===== src/rtl/lights_sequencer.sv =====
// rtl/lights_sequencer.sv - button debounce, WHITE/MANUAL/AUTO mode FSM and step pulse scheduler
module lights_sequencer #(
    parameter int DWELL_CYCLES = 8,
    parameter int DEBOUNCE     = 3,
    parameter int CNT_W        = 8
) (
    input  logic             clk,
    input  logic             rst,
    input  logic             btn_mode,
    input  logic             btn_step,
    input  logic             pause,
    output logic             sel,
    output logic             button,
    output logic [1:0]       mode,
    output logic [CNT_W-1:0] step_cnt
);

    localparam int DB_W = $clog2(DEBOUNCE + 1);
    localparam int TM_W = $clog2(DWELL_CYCLES);
    localparam logic [DB_W-1:0] DB_MAX  = DB_W'(DEBOUNCE);
    localparam logic [TM_W-1:0] TM_LAST = TM_W'(DWELL_CYCLES - 1);

    typedef enum logic [1:0] {
        ST_WHITE  = 2'd0,
        ST_MANUAL = 2'd1,
        ST_AUTO   = 2'd2
    } state_t;

    state_t            state_q, state_d;
    logic [DB_W-1:0]   mode_db_q, mode_db_d;
    logic [DB_W-1:0]   step_db_q, step_db_d;
    logic              mode_press_q, mode_press_d;
    logic              step_press_q, step_press_d;
    logic [TM_W-1:0]   timer_q, timer_d;
    logic              button_q, button_d;
    logic [CNT_W-1:0]  cnt_q, cnt_d;

    // Mode button debounce: counter saturates at DEBOUNCE so a held button presses once
    always_comb begin
        mode_db_d    = mode_db_q;
        mode_press_d = 1'b0;
        if (!btn_mode) begin
            mode_db_d = '0;
        end else if (mode_db_q != DB_MAX) begin
            mode_db_d    = mode_db_q + 1'b1;
            mode_press_d = (mode_db_q == DB_MAX - 1'b1);
        end
    end

    // Step button debounce, identical scheme to the mode button
    always_comb begin
        step_db_d    = step_db_q;
        step_press_d = 1'b0;
        if (!btn_step) begin
            step_db_d = '0;
        end else if (step_db_q != DB_MAX) begin
            step_db_d    = step_db_q + 1'b1;
            step_press_d = (step_db_q == DB_MAX - 1'b1);
        end
    end

    // Next state, dwell timer and step pulse; a mode press pre-empts any step that cycle
    always_comb begin
        state_d  = state_q;
        timer_d  = timer_q;
        button_d = 1'b0;
        cnt_d    = cnt_q;
        if (mode_press_q) begin
            timer_d = '0;
            case (state_q)
                ST_WHITE:  state_d = ST_MANUAL;
                ST_MANUAL: state_d = ST_AUTO;
                default:   state_d = ST_WHITE;
            endcase
        end else begin
            case (state_q)
                ST_MANUAL: begin
                    timer_d  = '0;
                    button_d = step_press_q;
                end
                ST_AUTO: begin
                    if (step_press_q) begin
                        timer_d  = '0;
                        button_d = 1'b1;
                    end else if (!pause) begin
                        if (timer_q == TM_LAST) begin
                            timer_d  = '0;
                            // guards back-to-back pulses when DWELL_CYCLES is tiny
                            button_d = !button_q;
                        end else begin
                            timer_d = timer_q + 1'b1;
                        end
                    end
                end
                ST_WHITE: timer_d = '0;
                default: begin
                    state_d = ST_WHITE;
                    timer_d = '0;
                end
            endcase
        end
        if (button_d) begin
            cnt_d = cnt_q + 1'b1;
        end
        if (mode_press_q && state_d == ST_WHITE) begin
            cnt_d = '0;
        end
    end

    // State registers with synchronous reset
    always_ff @(posedge clk) begin
        if (rst) begin
            state_q      <= ST_WHITE;
            mode_db_q    <= '0;
            step_db_q    <= '0;
            mode_press_q <= 1'b0;
            step_press_q <= 1'b0;
            timer_q      <= '0;
            button_q     <= 1'b0;
            cnt_q        <= '0;
        end else begin
            state_q      <= state_d;
            mode_db_q    <= mode_db_d;
            step_db_q    <= step_db_d;
            mode_press_q <= mode_press_d;
            step_press_q <= step_press_d;
            timer_q      <= timer_d;
            button_q     <= button_d;
            cnt_q        <= cnt_d;
        end
    end

    assign sel      = (state_q != ST_WHITE);
    assign mode     = state_q;
    assign button   = button_q;
    assign step_cnt = cnt_q;

endmodule


===== config.mk =====
export PLATFORM = sky130hd
export DESIGN_NAME = lights_sequencer
export DESIGN_NICKNAME = d
export VERILOG_FILES = /design/src/rtl/lights_sequencer.sv
export SDC_FILE = /design/constraint.sdc
export NUM_CORES = 1
export LEC_CHECK = 0
export CORE_UTILIZATION = 45
export DETAILED_ROUTE_END_ITERATION = 8
export GPL_TIMING_DRIVEN = 0
export PLACE_DENSITY = 0.76
export SLEW_MARGIN = 20
export SYNTH_ARGS = -nofsm -noshare
export SYNTH_HDL_FRONTEND = slang
export SYNTH_SLANG_ARGS = --single-unit

===== constraint.sdc =====
create_clock -name clk -period 1.6 [get_ports clk]
set_input_delay 0.24 -clock clk [delete_from_list [all_inputs] [get_ports clk]]
set_output_delay 0.24 -clock clk [all_outputs]
set_load 0.005 [all_outputs]

After elaboration in Yosys (flattened, before gate mapping). Index checks and enable logic that the tools add are counted.

Input bits: 5. Output and inout bits: 12. Flip-flop bits (word level): 20.

Eq/ne operators: 7. Muxes and demuxes: 9. Reductions and logical operators: 12. Bitwise logic cells: 5. $add $sub $neg: 4.

Operators with widths (number): 3-bit OR reduction (3); 8-bit by 1-bit adder with 8-bit output (second input constant) (1); 2-bit == test (second input constant) (3); 2-bit OR reduction (3); 1-bit NOT (5); 2-bit by 1-bit adder with 2-bit output (second input constant) (2); 2-bit logical NOT (2); 1-bit two-way mux (4); 2-bit two-way mux (2); 2-bit inequality test (second input constant) (2); 2-bit one-hot mux with 2 select lines (1); 4-bit OR reduction (1); 3-bit by 1-bit adder with 3-bit output (second input constant) (1); 3-bit == test (second input constant) (1); 3-bit two-way mux (1); 2-bit by 1-bit == test with 1-bit output (second input constant) (1); 1-bit one-hot mux with 2 select lines (1); 2-bit nonzero test (1); 1-bit logical AND (1); 1-bit logical NOT (1).

Logic depth before layout (Yosys ltp).
Word-level depth: 7. Depth in mapped cells: 7. Mapped depth without buffers: 6.

Worst setup path before layout. No wires, ideal clock.

Path type: reg-to-reg. Start point: reg state_q[0] (netlist: mode[0]). End point: reg cnt_q[3] (netlist: step_cnt[3]). Arrival: 1.605 ns. Cell stages (with the launch flop): 8. Slack: -0.075 ns. Period minus slack after synthesis: 1.675 ns. Library setup time: 0.070 ns. Cells stage by stage: dfxtp_1 -> inv_1 -> ha_1 -> nor2b_1 -> o211ai_1 -> buf_2 -> or3_1 -> a21oi_1.

Cells in the longest elaborated chain, start to end: 7.

Ends and longest elaborated chain: from (decl) (line 29) `state_t state_q, state_d;`; from (signal assigned) (line 122) `state_q <= state_d;`; 2-bit == test (tied with other cells) (line 76) `case (state_q)`; 3-bit OR reduction (no source line); 2-bit two-way mux (line 76); 2-bit two-way mux (line 68) `if (mode_press_q) begin`; 2-bit logical NOT (line 105) `if (mode_press_q && state_d == ST_WHITE) begin`; 1-bit logical AND (line 105); 2-bit OR reduction (no source line); to (signal assigned) (line 129) `cnt_q <= cnt_d;`; to (decl) (line 36) `logic [CNT_W-1:0] cnt_q, cnt_d;`.

Several ways; a longest one is shown, not always the timed one. A chain may end at the register's enable or synchronous reset.

Worst setup path after layout.
Start point: reg timer_q[1]. End point: reg cnt_q[6] (netlist: step_cnt[6]).

Cells in the longest elaborated chain, start to end: 6.

Ends and longest elaborated chain: from (decl) (line 34) `logic [TM_W-1:0] timer_q, timer_d;`; from (signal assigned) (line 127) `timer_q <= timer_d;`; 3-bit == test (line 86) `if (timer_q == TM_LAST) begin`; 1-bit two-way mux (line 86); 1-bit two-way mux (line 85) `end else if (!pause) begin`; 1-bit two-way mux (line 82) `if (step_press_q) begin`; 1-bit one-hot mux with 2 select lines (line 76); 1-bit two-way mux (line 68).

No other way between the ends.

==> metrics.txt <==
routing usage on met1=a little under a quarter; sequential cell area=between 400 and 500 um2; failing checks=setup timing; largest net degree at the start of global routing=13; Root Buffer=clkbuf_4; number of buffers created by CTS=3; ANT nets after route=0; initial core utilization=about half; port bufs=16; Unique masters post-synth=24; DRC=0; Finished Cell Area=approximately 0.0014 mm2; Yosys top cell by area=dfxtp_1; Max Slew Vio Count=0; Gate Count Post-Synth=~100; crit-path max cell delay=around 0.37 ns; crit-path leading delay family=simple AND/OR/NAND/NOR gates; register area share after synthesis=a little over two fifths; number of global-route vias before repair=~700; H-tree depth=1; Fillers=~150; hold buffer count at CTS=0; CTS Sinks=20; layout cells sized above 1=between 20% and 30%; final worst slack=-0.0998 ns; first drt pass iteration count=4; CP most frequent cell=ha_4; most common library cells after synthesis=dfxtp_1, nor2_1, ha_1; area occupied by multi-input gates=about 590 um2; final period utilization=106%; total number of vias=between 800 and 900; Synth Flop Type=dfxtp_1; Area contributors post-synth=dfxtp_1, ha_1, nor2_1, a21oi_1, mux2i_1; Die H=slightly below 50 um; Setup Skew=~0.01 ns; maxcap violations=0; All-Layer GR Usage=18.7%; Fin Hold WS=approximately 0.52 ns; Async SR Flop Fraction=0%; IO Count=17; worst-path fanout max=3; routed length per instance=12.5 um; clk_lat worst skew=around 0.30 ns; average size of a mapped cell=9.43 um2; placer congestion estimate=between 0.6 and 0.7; crit path time final=approximately 1.7 ns; Layout Nets=about 150; status=finished, violations left; fmax=a little under 600 MHz; Layout area overhead=41.7%; # setup viols final=6; Crit Path Class=reg2reg; initial DRC count=20; Synth Register Bits=20; Die Width=around 48 um; first-pass GRT wire length=around 3000 um; met3 Resource Use GR=approximately 3.3%; pwr dens=~700 mW/mm2; Setup crit start kind=register; Mapped Nets=120; worst slew pin tran=0.294 ns; mapped cell area=about 960 um2; crit path buf inv count=1; maximum VDD drop=roughly 0.53 mV; CTS tree=built; FP Rows=16; Critical Path Sink Type=register; reg2reg setup slack=-0.1 ns; core area=a little under 0.002 mm2; Overflow after GRT=0; Placement Cell Area=roughly 0.0012 mm2; hold crit path type=reg2reg; worst rel slew slack=roughly four fifths; met2 Track Usage GR=a little under a third; slowest stage cell, crit path=dfxtp_2; vias per inst=around 5; GRT busiest layer=met2; Leak=between 0.5 and 0.6 nW; CTS max path bufs=2; antenna cells=0; Synth top area share=approximately two fifths; CP required=~1.8 ns; Hold Violations, Final=0; worst-path cell chain=ha_4, ha_4, nor3b_4, buf_4, o2111ai_2, or3_1, a21oi_1; Syn. warnings=0; post-place setup slack=-0.339 ns; WL final=about 2000 um; cell with the most instances after synthesis=dfxtp_1; number of synthesized flops with an enable pin=0; RSZ-0062 raised after global routing=yes; clk slew on worst S/H paths=0.12 ns; final core utilization=between 60% and 70%; Final HPWL DP=roughly 1300 um; initial antenna violation count=0; die area=approximately 0.0023 mm2; crit path DAT=a little under 2 ns
-- kinds of logic after synthesis --
group,synth area share (%)
multiplexers,4.16
adder cells (fa/ha/maj),16.9
AO/OA/AOI/OAI,10.8
flip-flops,41.6
XOR/XNOR,3.64
buffers and inverters,2.86
AND/OR/NAND/NOR,20.0
-- metrics by stage --
stage	cells	power (W)	setup TNS (ns)
2_1_floorplan	102	0.000542	0
6_report	160	0.000959	-0.409
3_3_place_gp	145	0.000560	-1.76
5_1_grt	160	0.00100	-1.05
4_1_cts	158	0.000968	-0.241
3_5_place_dp	145	0.000563	-1.97
-- power by group --
group,switching [W],internal [W],leakage [nW]
Combinational,0.0000224,0.0000221,0.367
Sequential,0.00000561,0.000504,0.164
Clock,0.000152,0.000253,0.0279
-- cells in the final DEF (no fill, tap or decap), types with 2 or more instances in the layout --
cell type        count
a21o_1               2
a21oi_1              9
buf_4                7
buf_6                4
clkbuf_4             3
clkdlybuf4s50_1     15
dfxtp_1             15
dfxtp_2              5
ha_1                11
ha_4                 2
inv_1                4
inv_2                2
mux2i_1              4
nand2b_1             2
nand3_1              3
nor2_1              16
nor3b_1              3
o21ai_0              3
or3_1                5
xor2_1               3
-- cell type report --
class	instances	share of cell area, %
buffer	1	0.550
clock buffer	3	1.65
clock inverter	1	2.20
inverter	6	1.65
multi-input combinational	75	43.0
sequential	20	29.8
tap	27	2.48
timing repair buffer	27	18.6
-- worst register-to-register path: stages (launching register included) --
cell       delay [ns]
dfxtp_2          0.37
ha_4             0.14
ha_4             0.12
nor3b_4          0.20
buf_4            0.15
o2111ai_2        0.14
or3_1            0.35
a21oi_1          0.16
-- registers in the layout, indices dropped and copies added, names as in the netlist --
name          flops
mode_press_q      1
mode_db_q         2
step_cnt          8
step_db_q         2
timer_q           3
step_press_q      1
button            1
mode              2
-- repair_timing --
| action | in CTS | in global routing |
|---|---|---|
| pin swaps | 10 | 3 |
| resized for setup | 9 | 7 |
| setup buffers | 8 | 2 |
| endpoints found under the hold margin | 0 | 0 |
| cloned | 1 | 0 |
| setup endpoints to repair | 8 | 9 |
-- worst paths after layout --
check | end | startpoint | cells after the start
hold / removal | step_cnt[7] | step_cnt[7] | 2
setup / recovery | step_cnt[6] | timer_q[1] | 7
hold reg to reg | step_cnt[7] | step_cnt[7] | 2
setup reg to reg | step_cnt[6] | timer_q[1] | 7
-- routing by layer --
metal | routed length (um) | vias up
met2 | 1040 | 22
li1 | - | 416
met3 | 56 | 6
met4 | 35 | 0
met5 | 0 | -
met1 | 868 | 377
Power figures use the tool's default switching activity.
